$ cat src/rtl/store_buffer.sv
// Store buffer between execute and d_cache: a circular FIFO of committed
// stores that drains one entry per mem_ready handshake and forwards the
// youngest same-word store to loads, stalling on partial byte coverage.
module store_buffer #(
  parameter int DEPTH  = 4,
  parameter int ADDR_W = 32,
  parameter int DATA_W = 32
) (
  input  logic                clk,
  input  logic                rst,
  input  logic                st_valid,
  input  logic [ADDR_W-1:0]   st_addr,
  input  logic [DATA_W-1:0]   st_data,
  input  logic [DATA_W/8-1:0] st_strb,
  output logic                st_ready,
  input  logic                ld_en,
  input  logic [ADDR_W-1:0]   ld_addr,
  input  logic [DATA_W/8-1:0] ld_strb,
  output logic                ld_hit,
  output logic [DATA_W-1:0]   ld_data,
  output logic                ld_stall,
  output logic                mem_we,
  output logic [ADDR_W-1:0]   mem_addr,
  output logic [DATA_W-1:0]   mem_wdata,
  output logic [DATA_W/8-1:0] mem_strb,
  input  logic                mem_ready,
  output logic                empty
);

  localparam int NB  = DATA_W / 8;
  localparam int PW  = $clog2(DEPTH);
  localparam int OFF = $clog2(NB);
  localparam logic [PW:0]       FULL_CNT   = (PW+1)'(DEPTH);
  localparam logic [ADDR_W-1:0] ALIGN_MASK = ~((ADDR_W'(1) << OFF) - ADDR_W'(1));

  logic [ADDR_W-1:0] addr_q [DEPTH];
  logic [DATA_W-1:0] data_q [DEPTH];
  logic [NB-1:0]     strb_q [DEPTH];
  logic [DEPTH-1:0]  valid_q;
  logic [PW-1:0]     head_q, head_d;
  logic [PW-1:0]     tail_q, tail_d;
  logic [PW:0]       count_q, count_d;

  logic push, pop;

  // Expand byte enables to a bit mask over the data word.
  function automatic logic [DATA_W-1:0] strb_mask(input logic [NB-1:0] s);
    logic [DATA_W-1:0] m;
    m = '0;
    for (int unsigned b = 0; b < NB; b++) m[b*8 +: 8] = {8{s[b]}};
    return m;
  endfunction

  // Handshakes and status, all derived from registered occupancy.
  always_comb begin
    st_ready  = (count_q != FULL_CNT);
    empty     = (count_q == '0);
    mem_we    = !empty;
    push      = st_valid && st_ready;
    pop       = mem_we && mem_ready;
    mem_addr  = empty ? '0 : addr_q[head_q];
    mem_wdata = empty ? '0 : data_q[head_q];
    mem_strb  = empty ? '0 : strb_q[head_q];
  end

  // Pointer and occupancy next state.
  always_comb begin
    head_d  = head_q;
    tail_d  = tail_q;
    count_d = count_q;
    if (push) tail_d = tail_q + PW'(1);
    if (pop)  head_d = head_q + PW'(1);
    case ({push, pop})
      2'b10:   count_d = count_q + (PW+1)'(1);
      2'b01:   count_d = count_q - (PW+1)'(1);
      default: count_d = count_q;
    endcase
  end

  // FIFO state: entry write on push, valid clear on pop; reset drops everything.
  always_ff @(posedge clk) begin
    if (rst) begin
      head_q  <= '0;
      tail_q  <= '0;
      count_q <= '0;
      valid_q <= '0;
    end else begin
      head_q  <= head_d;
      tail_q  <= tail_d;
      count_q <= count_d;
      if (push) begin
        addr_q[tail_q]  <= st_addr & ALIGN_MASK;
        data_q[tail_q]  <= st_data;
        strb_q[tail_q]  <= st_strb;
        valid_q[tail_q] <= 1'b1;
      end
      // head != tail whenever both fire, so these never collide.
      if (pop) valid_q[head_q] <= 1'b0;
    end
  end

  // Forwarding lookup: walk oldest to youngest so the last match wins.
  always_comb begin
    logic              found;
    logic              covered;
    logic [PW-1:0]     idx;
    logic [DATA_W-1:0] sel_data;
    logic [NB-1:0]     sel_strb;
    found    = 1'b0;
    idx      = '0;
    sel_data = '0;
    sel_strb = '0;
    for (int unsigned i = 0; i < DEPTH; i++) begin
      idx = head_q + PW'(i);
      if (valid_q[idx] && ((ld_addr & ALIGN_MASK) == addr_q[idx])) begin
        found    = 1'b1;
        sel_data = data_q[idx];
        sel_strb = strb_q[idx];
      end
    end
    covered  = ((sel_strb & ld_strb) == ld_strb);
    ld_hit   = ld_en && found && covered;
    ld_stall = ld_en && found && !covered;
    ld_data  = ld_hit ? (sel_data & strb_mask(sel_strb)) : '0;
  end

endmodule

$ cat config.mk
export PLATFORM = sky130hd
export DESIGN_NAME = store_buffer
export DESIGN_NICKNAME = d
export VERILOG_FILES = /design/src/rtl/store_buffer.sv
export SDC_FILE = /design/constraint.sdc
export NUM_CORES = 1
export LEC_CHECK = 0
export CORE_MARGIN = 5
export CORE_UTILIZATION = 58
export DETAILED_ROUTE_END_ITERATION = 10
export GPL_TIMING_DRIVEN = 1
export PLACE_DENSITY = 0.87
export SYNTH_ARGS = -nofsm -noshare
export SYNTH_HDL_FRONTEND = slang
export SYNTH_SLANG_ARGS = --single-unit
$ cat constraint.sdc
create_clock -name clk -period 6.2 [get_ports clk]
set_clock_uncertainty 0.1 [all_clocks]
set_input_delay 0.93 -clock clk [delete_from_list [all_inputs] [get_ports clk]]
set_output_delay 0.93 -clock clk [all_outputs]
set_load 0.01 [all_outputs]
==> summary.txt <==
Worst hold path
  – Hold Path Class: reg -> reg
  – Hold depth: 2
  – WHS Endpoint: count_q[2]
  – Hold_sp: count_q[2]

Yosys
  – Top cells by area, synth: edfxtp_1 42%, mux4_2 14%, mux2i_1 7.6%
  – Post-synth ARST share: 0%
  – Syn Area/Cell: around 12 sq um
  – Cells after Synth: 1559
  – Main synth FF type: edfxtp_1
  – Share of the synthesized area in the top cell type: 42.29%
  – Cell taking the most area after synthesis: edfxtp_1
  – Sequential area share after synthesis: a little over two fifths
  – FF+latch count, synth: ~280
  – Synth Cell Area: ~19000 sq um
  – Number of distinct library cells after synthesis: between 70 and 80
  – Number of synthesized flops with an enable pin: 264
  – Syn. warnings: 0

Die
  – Die Span X: 189.8 microns
  – Die area: 36020 sq um
  – Die Y-Extent: ~190 microns
  – Core Area: around 32000 sq um
  – IO Count: 214
  – Starting Density: between 50% and 60%
  – Num rows: 65

Route
  – Number of DRC markers in iteration 0: about 2.3k
  – TritonRoute pass-1 iters: 6
  – DRT Wirelength: about 60 mm
  – Routed length per instance: 27.64 microns
  – Detailed-route DRC error count: 0
  – Via-to-Cell Ratio: roughly 7
  – Antenna Nets Post-Route: 0
  – Vias after detailed routing: 15.13k

Global routing
  – First-pass GRT wire length: slightly below 90 mm
  – Initial antenna violation count: 8
  – Total Routing Usage GR: 32.00%
  – Vias in the first global route: about 15k
  – Total gr overflow: 0
  – Largest net degree at the start of global routing: 82

STA
  – Crit path time final: approximately 6.3 ns
  – Final hold vios: 0
  – Unrepaired setup endpoints after global routing: true
  – Slew Limit Fails: 0
  – Max-slew headroom: about 44%
  – Slew @ Worst Pin: around 0.84 ns
  – Setup WS post-layout: -0.1227 ns
  – Period utilization: 102.0%
  – Peak Freq: 158.2 MHz
  – Final setup violation count: 14

Status
  – Outcome: finished, violations left
  – Failing checks: setup timing

Power
  – Net Sw Frac: between 30% and 40%
  – Pleak: 0.006945 uW
  – PwrDens: roughly 370 nW/um^2
  – Sequential power share: 27.7%
  – Clock power share: 19.5%
  – NetSw: between 3000 and 4000 uW
  – Comb power frac: 52.8%
  – Pint: 5189 uW
  – Pwr Total: roughly 8400 uW
  – Peak supply drop: roughly 0.3 mV

Setup path
  – Reg-to-Reg Start: count_q[0]
  – R2R cell count: 7
  – CP required: around 5.2 ns
  – WP buf/inv: 3
  – Critical path type: reg -> out
  – CP delay by family, top: simple AND/OR/NAND/NOR gates
  – CP max-delay cell: clkdlybuf4s50_1
  – Critical path launch point: head_q[0]
  – Crit path cell chain: inv_1, ha_4, mux4_2, xnor2_1, nand4_1, or4_4, buf_4, or3_4, a311oi_2, o21ai_4, and2_1, a21oi_1, clkdlybuf4s50_1
  – Reg2reg end: data_q[0][1]
  – Worst path arrival time: between 5 and 6 ns
  – Crit. End Element: output pin
  – R2r setup slk: approximately 3.2 ns
  – Startpoint Class: flop
  – Max incr delay on CP: approximately 0.60 ns
  – Crit Path Max Fanout: 8

Place
  – Area after DPL: 21250 sq um
  – Post-place setup slack: 0.04729 ns
  – Dpl hpwl: roughly 40 mm
  – Port-buffer cells: approximately 210
  – GPL Wtd Cong: approximately 1
  – Inst Count DP: between 2k and 2.5k

Layout
  – Share of cells above drive strength 1: between 20% and 30%
  – Finished layout cell area: between 20000 and 25000 sq um
  – Synth-to-layout area growth: 20.30%
  – Finished Layout Cells: 2162
  – Final Core Density: ~70%
  – Fill count: ~2.1k
  – Layout Nets: 1854

Job
  – Max_cap viols: 0

Clock tree
  – Hold Buf Count CTS: 0
  – H-tree depth: 1
  – Clk buf depth: 3
  – Clock root cell: clkbuf_16
  – CTS Buf Count: 29
  – Worst-Skew Late Latency: ~0.57 ns
  – CTS tree: yes
  – Clock sink count: 277
  – Clk slew on worst S/H paths: about 0.060 ns
==> through the flow <==
stage / hold slack [ns] / TNS, ns
2_1_floorplan: 0.3663 / 0
3_3_place_gp: 0.3788 / 0
3_5_place_dp: 0.3921 / 0
4_1_cts: 0.4027 / 0
5_1_grt: 0.4613 / -1.522
6_report: 0.4054 / -0.5891
==> worst reg2reg max path, delay by kind of cell (launching register included) <==
| family | cells | cell delay [ns] |
|---|---|---|
| AND/OR/NAND/NOR | 4 | 1.41 |
| buffers and inverters | 3 | 0.76 |
| flip-flops | 1 | 0.38 |
==> layout make-up <==
cell class              count  area, sq um  area share (%)
inverters                  22        82.58          0.3662
clock inverters            16        102.6          0.4549
repair buffers            290         2863           12.69
multi-input cells        1115        10000           44.34
clock buffers              35        789.5           3.501
flip-flops and latches    277         8200           36.36
well taps                 402        503.0           2.230
diodes                      5        12.51         0.05548
==> Yosys cell counts, types with 6 or more instances <==
master,number
buf_6,11
buf_1,23
inv_1,22
dfxtp_1,13
mux2_2,52
edfxtp_1,264
nor3b_1,10
a21oi_1,90
xor2_1,13
o211ai_1,36
or3_1,6
nand4_1,16
nor2b_1,9
nor3_1,19
buf_2,19
o22ai_1,38
nor2_1,45
xnor2_1,81
mux2i_1,143
buf_4,11
and2_1,94
a211oi_1,16
ha_1,9
mux4_2,119
clkbuf_1,78
nor4_1,11
nand3_1,37
o21ai_0,42
a22oi_1,15
nand2_1,114
nand2b_1,7
==> how the worst max path moves through the flow <==
stage,end,cells after the start
2_1_floorplan,ld_data[10],22
3_3_place_gp,ld_stall,13
3_5_place_dp,ld_data[0],12
4_1_cts,ld_stall,14
5_1_grt,ld_data[14],15
6_report,ld_stall,13
==> power by group through the flow <==
| stage | logic, uW | registers [uW] | clock network [uW] |
|---|---|---|---|
| floorplan | 2920 | 2280 | 0 |
| global placement | 4100 | 2340 | 0 |
| detailed placement | 4180 | 2360 | 0 |
| CTS | 4270 | 2320 | 1640 |
| global route | 4680 | 2340 | 1720 |
| finish | 4440 | 2320 | 1640 |
==> timing repair <==
item,CTS,global route
gates resized for setup,20,30
endpoints found under the setup margin,34,34
pin swaps,1,3
gates cloned,0,2
setup buffers,5,4
hold endpoints to repair,0,0
==> per-layer routing <==
| layer | track usage (%) | share of wire [%] |
|---|---|---|
| met5 | 0 | 0.060 |
| met1 | 44.62 | 37 |
| met3 | 5.982 | 12 |
| met2 | 50.98 | 47 |
| met4 | 11.35 | 4.0 |
==> sequential cells by signal, summed over array words and instances (netlist names), named ones only <==
register,flops
tail_q,2
head_q,2
strb_q,16
valid_q,4
data_q,128
addr_q,120
count_q,3
==> cells by family (layout without fill, tap and decap cells) <==
group           Yosys count  after routing  synth area share, %
buf+inv                 168            363                4.338
flops                   277            277                43.68
mux                     318            318                25.36
fa+ha+maj                10             10               0.7075
other cells               1              7              0.02000
xor+xnor                 94             94                4.392
simple gates            390            390                10.94
compound gates          301            301                10.57
==> layout by cell type (no fill, tap or decap), types with 6 or more instances in the layout <==
cell type,synthesis,final
edfxtp_1,264,264
clkdlybuf4s50_1,0,201
mux2i_1,143,140
mux4_2,119,119
nand2_1,114,114
and2_1,94,90
a21oi_1,90,86
xnor2_1,81,78
buf_4,11,70
mux2_2,52,52
nor2_1,45,44
o21ai_0,42,42
o22ai_1,38,38
nand3_1,37,37
o211ai_1,36,36
clkbuf_16,0,32
inv_1,22,22
a211oi_1,16,16
nand4_1,16,16
a22oi_1,15,15
nor3_1,19,15
xor2_1,13,13
nor3b_1,10,10
dfxtp_1,13,9
nor2b_1,9,8
ha_1,9,8
clkinv_2,0,8
nor4_1,11,7
nand2b_1,7,7
mux2i_2,3,6
dlymetal6s2s_1,0,6
Power figures use the tool's default switching activity.
